===== src/rtl/bmlp_pkg.sv =====
// Shared types and constants for the binary-MLP neuron datapath.
package bmlp_pkg;

    // Signed 7-bit accumulator / partial-sum value.
    typedef logic signed [6:0] acc7_t;

    // Clamp limits applied when an accumulate step overflows.
    localparam acc7_t ACC_MAX = 7'sd63;
    localparam acc7_t ACC_MIN = -7'sd64;

    // Per-neuron run state.
    typedef enum logic [1:0] {
        IDLE,
        ACCUM,
        DONE
    } neuron_state_t;

endpackage


===== src/rtl/neuron_acc_7b_if.sv =====
// Partial-sum input stream and result output stream of one neuron stage.
interface neuron_acc_7b_if;
    import bmlp_pkg::*;

    logic  in_valid;
    logic  in_ready;
    acc7_t in_data;
    logic  out_valid;
    logic  out_ready;
    acc7_t out_acc;
    logic  out_bit;
    logic  out_sat;

    // Producer of partial sums and consumer of results.
    modport master (
        output in_valid, in_data, out_ready,
        input  in_ready, out_valid, out_acc, out_bit, out_sat
    );

    // The accumulate stage itself.
    modport slave (
        input  in_valid, in_data, out_ready,
        output in_ready, out_valid, out_acc, out_bit, out_sat
    );

endinterface


===== src/rtl/adder_7b.sv =====
// 7-bit two's-complement adder with carry-in and signed-overflow flag.
module adder_7b (
    input  logic [6:0] a,
    input  logic [6:0] b,
    input  logic       cin,
    output logic [6:0] s,
    output logic       overflow
);

    assign s = a + b + {6'b0, cin};

    // Overflow: both operands share a sign that the result does not.
    assign overflow = (a[6] == b[6]) && (s[6] != a[6]);

endmodule


===== src/rtl/neuron_acc_7b.sv =====
// Accumulate-and-activate stage: bias + N_TERMS partial sums, clamped on
// overflow, result presented with its sign activation bit.
module neuron_acc_7b
    import bmlp_pkg::*;
#(
    parameter int N_TERMS = 8
) (
    input  logic           clk,
    input  logic           rst_n,
    input  logic           start,
    input  acc7_t          bias,
    output logic           busy,
    neuron_acc_7b_if.slave bus
);

    localparam int               CNT_W    = $clog2(N_TERMS + 1);
    localparam logic [CNT_W-1:0] CNT_LAST = CNT_W'(N_TERMS - 1);

    neuron_state_t    state;
    acc7_t            acc;
    logic [CNT_W-1:0] cnt;
    logic             sat;

    logic [6:0] sum;
    logic       ovf;
    acc7_t      acc_next;
    logic       done;

    adder_7b u_adder (
        .a        (acc),
        .b        (bus.in_data),
        .cin      (1'b0),
        .s        (sum),
        .overflow (ovf)
    );

    // Clamp toward the operands' common sign when the add overflows.
    always_comb begin
        // NOTE: default assignment first so no path leaves acc_next unassigned (no latch).
        acc_next = acc7_t'(sum);
        if (ovf) begin
            acc_next = acc[6] ? ACC_MIN : ACC_MAX;
        end
    end

    // Run FSM with accumulator, beat counter and sticky saturation flag.
    always_ff @(posedge clk or negedge rst_n) begin
        if (!rst_n) begin
            // NOTE: non-blocking assignments for all state so every register samples pre-edge values.
            state <= IDLE;
            acc   <= '0;
            cnt   <= '0;
            sat   <= 1'b0;
        end else begin
            case (state)
                IDLE: begin
                    if (start) begin
                        acc   <= bias;
                        cnt   <= '0;
                        sat   <= 1'b0;
                        state <= ACCUM;
                    end
                end
                ACCUM: begin
                    if (bus.in_valid) begin
                        acc <= acc_next;
                        cnt <= cnt + CNT_W'(1);
                        if (ovf) begin
                            sat <= 1'b1;
                        end
                        if (cnt == CNT_LAST) begin
                            state <= DONE;
                        end
                    end
                end
                DONE: begin
                    if (bus.out_ready) begin
                        if (start) begin
                            acc   <= bias;
                            cnt   <= '0;
                            sat   <= 1'b0;
                            state <= ACCUM;
                        end else begin
                            state <= IDLE;
                        end
                    end
                end
                default: state <= IDLE;
            endcase
        end
    end

    // Outputs decode from registered state only; result fields zero unless valid.
    assign done          = (state == DONE);
    assign bus.in_ready  = (state == ACCUM);
    assign bus.out_valid = done;
    assign busy          = (state != IDLE);
    assign bus.out_acc   = done ? acc : '0;
    assign bus.out_bit   = done & ~acc[6];
    assign bus.out_sat   = done & sat;

endmodule


===== src/flat_wrapper.sv =====
// flat-port wrapper written by rule: the top's interface ports become plain ports
module neuron_acc_7b_flat import bmlp_pkg::*;
#(
    parameter int N_TERMS = 8
)
  (clk, rst_n, start, bias, busy, bus_in_valid, bus_in_data, bus_out_ready, bus_in_ready, bus_out_valid, bus_out_acc, bus_out_bit, bus_out_sat);
  neuron_acc_7b_if bus_i ();
  input  logic clk;
  input  logic rst_n;
  input  logic start;
  input  acc7_t bias;
  output logic busy;
  input wire logic [$bits(bus_i.in_valid)-1:0] bus_in_valid;
  input wire logic [$bits(bus_i.in_data)-1:0] bus_in_data;
  input wire logic [$bits(bus_i.out_ready)-1:0] bus_out_ready;
  output wire logic [$bits(bus_i.in_ready)-1:0] bus_in_ready;
  output wire logic [$bits(bus_i.out_valid)-1:0] bus_out_valid;
  output wire logic [$bits(bus_i.out_acc)-1:0] bus_out_acc;
  output wire logic [$bits(bus_i.out_bit)-1:0] bus_out_bit;
  output wire logic [$bits(bus_i.out_sat)-1:0] bus_out_sat;
  assign bus_i.in_valid = bus_in_valid;
  assign bus_i.in_data = bus_in_data;
  assign bus_i.out_ready = bus_out_ready;
  assign bus_in_ready = bus_i.in_ready;
  assign bus_out_valid = bus_i.out_valid;
  assign bus_out_acc = bus_i.out_acc;
  assign bus_out_bit = bus_i.out_bit;
  assign bus_out_sat = bus_i.out_sat;
  neuron_acc_7b #(.N_TERMS(N_TERMS)) u_core (.clk(clk), .rst_n(rst_n), .start(start), .bias(bias), .busy(busy), .bus(bus_i));
endmodule

===== config.mk =====
export PLATFORM = sky130hd
export DESIGN_NAME = neuron_acc_7b_flat
export DESIGN_NICKNAME = d
export VERILOG_FILES = /design/src/rtl/bmlp_pkg.sv /design/src/rtl/neuron_acc_7b_if.sv /design/src/rtl/adder_7b.sv /design/src/rtl/neuron_acc_7b.sv /design/src/flat_wrapper.sv
export SDC_FILE = /design/constraint.sdc
export NUM_CORES = 1
export LEC_CHECK = 0
export CORE_MARGIN = 2
export CORE_UTILIZATION = 50
export DETAILED_ROUTE_END_ITERATION = 8
export DONT_BUFFER_PORTS = 1
export MAX_ROUTING_LAYER = met4
export PLACE_DENSITY = 0.65
export SYNTH_ARGS = -nofsm -noshare
export SYNTH_HDL_FRONTEND = slang
export SYNTH_HIERARCHICAL = 1
export SYNTH_SLANG_ARGS = --single-unit

===== constraint.sdc =====
create_clock -name clk -period 2.4 [get_ports clk]
set_input_delay 0.48 -clock clk [delete_from_list [all_inputs] [get_ports clk]]
set_output_delay 0.48 -clock clk [all_outputs]
set_load 0.03 [all_outputs]

==> results of run 1 <==
cell type report:
type,count,area [sq um]
well taps,28,35.03
flip-flops and latches,14,350.3
multi-input cells,92,742.0
clock buffers,4,36.28
repair buffers,12,92.59
fillers,200,862.1
inverters,8,30.03
synth_stat cells, drive strengths merged, types with 2 or more instances:
cell type,count,share of area (%)
inv,8,2.7
fa,2,3.6
nor2,8,2.7
buf,4,2.4
nand2,2,0.68
o21ai,7,3.2
o211ai,7,5.2
xnor2,5,4.0
ha,6,6.8
or2,2,1.1
nand2b,4,2.3
a211oi,8,5.9
o31ai,6,4.1
and2,8,4.5
dfrtp,14,32
a21oi,5,2.3
mux2i,3,2.7
power by group:
group	leakage, nW	total, mW	internal [mW]	switching, mW
Clock	0.0210	0.177	0.0925	0.0850
Sequential	0.171	0.464	0.347	0.117
Combinational	0.366	1.11	0.541	0.569
what timing repair did:
| item | in CTS | in global routing |
|---|---|---|
| setup endpoints to repair | 7 | 7 |
| pin swaps | 4 | 3 |
| resized for setup | 2 | 1 |
| cloned | 0 | 0 |
| endpoints found under the hold margin | 14 | 0 |
| setup buffers | 3 | 3 |
| hold buffers | 1 | 0 |
worst max-delay path by stage:
| stage | startpoint | to | slack [ns] | cells past startpoint |
|---|---|---|---|---|
| finish | u_core/acc[0]$_DFFE_PN0P_ | u_core/acc[1]$_DFFE_PN0P_ | -0.13 | 10 |
| detailed placement | bus_in_data[0] | u_core/acc[5]$_DFFE_PN0P_ | -0.23 | 10 |
| floorplan | u_core/acc[0]$_DFFE_PN0P_ | u_core/acc[2]$_DFFE_PN0P_ | -0.008 | 10 |
| CTS | u_core/acc[0]$_DFFE_PN0P_ | u_core/acc[5]$_DFFE_PN0P_ | -0.08 | 10 |
| global route | u_core/acc[0]$_DFFE_PN0P_ | u_core/acc[5]$_DFFE_PN0P_ | -0.20 | 10 |
| global placement | bus_in_data[0] | u_core/acc[2]$_DFFE_PN0P_ | -0.14 | 10 |
cells by family (layout without fill, tap and decap cells):
kind of cell,after synthesis,after routing,synth area share (%)
compound gates,41,41,26.81
xor+xnor,6,6,4.751
fa+ha+maj,8,8,10.41
buf+inv,12,24,5.090
flops,14,14,31.67
mux,3,3,2.715
other cells,1,1,0.3390
simple gates,33,33,18.21
worst max-delay path, cell delays in order, from the launching register on:
cell and delay (ns):
dfrtp_1 0.40, fa_2 0.35, inv_2 0.06, fa_2 0.19
nand2b_4 0.13, a21oi_2 0.06, a211oi_2 0.26, mux2i_2 0.37
nor2b_4 0.30, a211oi_2 0.07, o31ai_1 0.25
layer usage:
metal,global-route usage [%],vias up
met5,-,-
met1,29.83,440
li1,-,453
met3,6.725,2
met2,33.33,30
met4,4.054,0
placed cells by master, fill, tap and decap left out, types with 2 or more instances in the layout:
cell,instances
a21oi_1,4
buf_4,11
or2_2,2
nand2_1,2
o211ai_1,6
clkbuf_4,3
xnor2_1,5
inv_2,3
nand2b_1,3
a211oi_2,4
a211oi_1,4
mux2i_1,2
nor2_1,8
o31ai_1,6
inv_1,5
fa_2,2
o21ai_0,6
ha_1,6
dfrtp_1,14
and2_1,8
sequential cells by signal, indices dropped and copies added, names as in the netlist:
register      count
u_core/acc        7
u_core/cnt        4
u_core/state      2
u_core/sat        1
metrics by stage:
step	hold WS [ns]	cell area (sq um)	setup TNS (ns)
2_1_floorplan	0.1844	1140	-0.03108
3_3_place_gp	0.1847	1186	-0.7918
3_5_place_dp	0.1847	1186	-1.435
4_1_cts	0.2795	1264	-0.2796
5_1_grt	0.2894	1286	-1.188
6_report	0.2863	1286	-0.5620
==> results.toml, run 1 <==
[status]
status = "finished with violations"
failed_checks = "setup timing"

[drt]
via_count = 925
wl_met3_um = 149
dr_wl_met2_mm = 1.276
drtIter0Drc = 9
ant_nets = 0
drc = 0
wl_met1_mm = 1.247
top_layer_used = "met4"
vias_per_cell = 5.854
post_drt_wl_per_cell_um = 16.97
firstDrtPassIters = 4
wirelength_mm = 2.681

[layout]
drive_above_1_share_pct = 26.15
post-route-util_pct = 59.87
nNetsFinal = 158
area_delta_synth_final_pct = 16.29
final-instance-count-excl-fill = 158
num_antenna_cells = 0

[floorplanning]
num_io_pins = 31
rows = 17
coreArea_sq_mm = 0.002148
fp.dieW_um = 51.04
die_area_sq_mm = 0.002605
die_h_um = 51.04
start_util_pct = 51.49

[synth]
syn_nets = 145
async_flop_share_pct = 100.0
ys_warn_count = 6
ys_ff_latch = 14
synthCells = 118
avgSynthCellArea_sq_um = 9.373
synthFlopType = "dfrtp_1"
synth_edf_count = 0
netlist_area_sq_mm = 0.001106
synth_cell_types = 40
synth_seq_area_share_pct = 31.67

[min_path]
holdPathStages = 1
min_to = "u_core/state[1]$_DFFE_PN0P_"
hold_class = "input pin to flop"
hold_start = "bus_out_ready"

[placed_design]
dp_slack_ns = -0.2311
dpl.hpwl_mm = 1.924
gp_congestion = 0.8173
buffer_ports.inserted = 0
dp_cells = 147

[cts]
cts_buffers = 3
cts.sinks = 14
cts_buffer_depth = 2
htree_levels = 1
clkSlewWorstSetupHoldPaths_ns = 0.09
clock_latency_ns = 0.29
cts_tree = "yes"
root_buffer = "clkbuf_4"

[timing]
skew_ns = 0.004517
setup_slack_ns = -0.1309
timing.final.crit_share_pct = 105.5
setup_viol = 6
max_freq_mhz = 395.1
rsz0062_at_grt = "yes"
drv_slew = 0
worstMarginPinSlew_ns = 0.6355
finalHoldViolCount = 0
fin_crit_ns = 2.531
slew_headroom_pct = 57.49

[power]
total_power_mw = 1.752
power.leakage_nw = 0.5578
cellPowerDensity_mw_per_mm2 = 1362
peakVddDrop_mv = 0.7230

[global_routing]
track_usage_pct = 22.18
grt_first_pass_wirelength_mm = 4.146
grt_start_max_net_pins = 15
antenna_found_initial = 0
grt_pass1_vias = 897
overflow = 0

[worst_setup_path]
end_kind = "flop"
path_max_fanout = 6
path_class = "flop to flop"
reg2reg_depth = 10
required_ns = 2.60
rrSetupSlack_ns = -0.13
r2r_end = "u_core/acc[1]$_DFFE_PN0P_"
worstSetupStartpointType = "flop"
cp.arrival_ns = 2.73
reg2reg_from = "u_core/acc[0]$_DFFE_PN0P_"

[run]
maxCapViolCount = 0
Note: power is estimated with default switching activity, not from simulation.
==> run 2, diff against run 1 <==
--- a/config.mk
+++ b/config.mk
@@ -10,7 +10,7 @@
 export DETAILED_ROUTE_END_ITERATION = 8
 export DONT_BUFFER_PORTS = 1
 export MAX_ROUTING_LAYER = met4
-export PLACE_DENSITY = 0.65
+export PLACE_DENSITY = 0.62
 export SYNTH_ARGS = -nofsm -noshare
 export SYNTH_HDL_FRONTEND = slang
 export SYNTH_HIERARCHICAL = 1
==> constraint.sdc (replaced) <==
create_clock -name clk -period 3.1 [get_ports clk]
set_input_delay 0.62 -clock clk [delete_from_list [all_inputs] [get_ports clk]]
set_output_delay 0.62 -clock clk [all_outputs]
set_load 0.03 [all_outputs]
==> results.toml, run 2 (synthesis results as in run 1) <==
[status]
status = "completed"

[worst_setup_path]
worstSetupStartpointType = "flop"
reg2reg_from = "u_core/acc[0]$_DFFE_PN0P_"
rrSetupSlack_ns = 0.28
reg2reg_depth = 10
required_ns = 3.30
r2r_end = "u_core/acc[0]$_DFFE_PN0P_"
crit_path_start = "u_core/acc[0]$_DFFE_PN0P_"
cp.arrival_ns = 3.02
path_class = "flop to flop"
path_max_fanout = 6
cp-endpoint = "u_core/acc[0]$_DFFE_PN0P_"
end_kind = "flop"

[timing]
rsz0062_at_grt = "no"
setup_slack_ns = 0.2761
drv_slew = 0
setup_tns_ns = 0
worstMarginPinSlew_ns = 0.6366
setup_viol = 0
max_freq_mhz = 354.1
slew_headroom_pct = 57.42
timing.final.crit_share_pct = 91.09
fin_crit_ns = 2.824
finalHoldViolCount = 0
skew_ns = 0.007816

[drt]
post_drt_wl_per_cell_um = 16.86
drc = 0
drtIter0Drc = 26
firstDrtPassIters = 5
via_count = 906
ant_nets = 0
wirelength_mm = 2.478
vias_per_cell = 6.163

[placed_design]
buffer_ports.inserted = 0
dp_slack_ns = 0.1566
dpl.hpwl_mm = 1.821
gp_congestion = 0.8340

[layout]
area_delta_synth_final_pct = 4.977
num_antenna_cells = 0
nNetsFinal = 147
largest_register = "u_core/acc"
layout_common_cells = "dfrtp_1, and2_1, nor2_1"
drive_above_1_share_pct = 10.08
final_common_cell = "dfrtp_1"
post-route-util_pct = 54.05
largestRegisters = "u_core/acc x7, u_core/cnt x4, u_core/state x2"
largest_reg_flops = 7

[floorplanning]
die_h_um = 51.04
rows = 17
num_io_pins = 31
coreArea_sq_mm = 0.002148
fp.dieW_um = 51.04
start_util_pct = 51.49
die_area_sq_mm = 0.002605

[power]
cellPowerDensity_mw_per_mm2 = 1022
power_frac_seq_pct = 29.9
pwr-share-comb_pct = 58.5
p_switching_mw = 0.5388
power.leakage_nw = 0.4980
total_power_mw = 1.187
clockPowerShare_pct = 11.6
p_int_mw = 0.6483
power_switching_share_pct = 45.39
peakVddDrop_mv = 0.5311

[cts]
root_buffer = "clkbuf_4"
cts_tree = "yes"
htree_levels = 1
clock_latency_ns = 0.29
cts_buffer_depth = 2
ctsResizeCount = 0
cts.sinks = 14
clkSlewWorstSetupHoldPaths_ns = 0.10
cts_buffers = 3

[run]
maxCapViolCount = 0

[global_routing]
grt_pass1_vias = 869
track_usage_pct = 21.99
grt_start_max_net_pins = 15
overflow = 0
antenna_found_initial = 0
grt_first_pass_wirelength_mm = 4.140

[min_path]
hold_start = "bus_out_ready"
hold_class = "input pin to flop"
-- run 2: worst min path at each step --
stage | endpoint | slack [ns] | depth (start not counted)
final | u_core/state[1]$_DFFE_PN0P_ | 0.42 | 1
after global routing | u_core/state[1]$_DFFE_PN0P_ | 0.41 | 1
after CTS | u_core/acc[4]$_DFFE_PN0P_ | 0.004 | 0
after detailed placement | u_core/acc[1]$_DFFE_PN0P_ | 0.32 | 0
after global placement | u_core/acc[0]$_DFFE_PN0P_ | 0.32 | 0
after floorplan | u_core/acc[0]$_DFFE_PN0P_ | 0.32 | 0
-- run 2: layer usage --
| metal | vias up | track usage, % | wire length, um |
|---|---|---|---|
| met5 | - | - | 0 |
| met4 | 0 | 2.703 | 7 |
| met3 | 4 | 6.433 | 164 |
| met2 | 45 | 32.03 | 1085 |
| met1 | 426 | 31.12 | 1221 |
| li1 | 431 | - | - |
-- run 2: power groups by stage --
| stage | registers [mW] | clock network, mW | logic (mW) |
|---|---|---|---|
| 3_3_place_gp | 0.355 | 0 | 0.670 |
| 4_1_cts | 0.356 | 0.142 | 0.687 |
| 3_5_place_dp | 0.359 | 0 | 0.684 |
| 5_1_grt | 0.369 | 0.147 | 0.789 |
| 2_1_floorplan | 0.331 | 0 | 0.595 |
| 6_report | 0.355 | 0.138 | 0.694 |
-- run 2: layout make-up --
type                       instances  area, sq um
fill                             206        987.2
multi-input combinational         92        699.4
tap                               28        35.03
inverter                           8        30.03
sequential                        14        350.3
timing repair buffer               1        10.01
clock buffer                       4        36.28
-- run 2: timing repair --
| action | CTS | global route |
|---|---|---|
| hold endpoints to repair | 0 | 14 |
| endpoints found under the setup margin | 0 | 0 |
| hold buffers | 0 | 1 |
| buffers inserted | 0 | 0 |
-- run 2: worst max-delay path, stage by stage, from the launching register on --
cell and delay [ns]:
dfrtp_1 0.43, fa_1 0.47, inv_1 0.08, fa_1 0.19, nand2b_1 0.14, a21oi_1 0.08, a211oi_2 0.25, mux2i_1 0.32
nor2b_1 0.44, a211oi_1 0.08, o31ai_1 0.24
-- run 2: per-stage QoR --
| step | cell area (sq um) | instances | hold slack [ns] |
|---|---|---|---|
| 6_report | 1161 | 147 | 0.4240 |
| 5_1_grt | 1161 | 147 | 0.4097 |
| 4_1_cts | 1151 | 146 | 0.004494 |
| 3_5_place_dp | 1115 | 142 | 0.3247 |
| 3_3_place_gp | 1115 | 142 | 0.3247 |
| 2_1_floorplan | 1106 | 118 | 0.3244 |
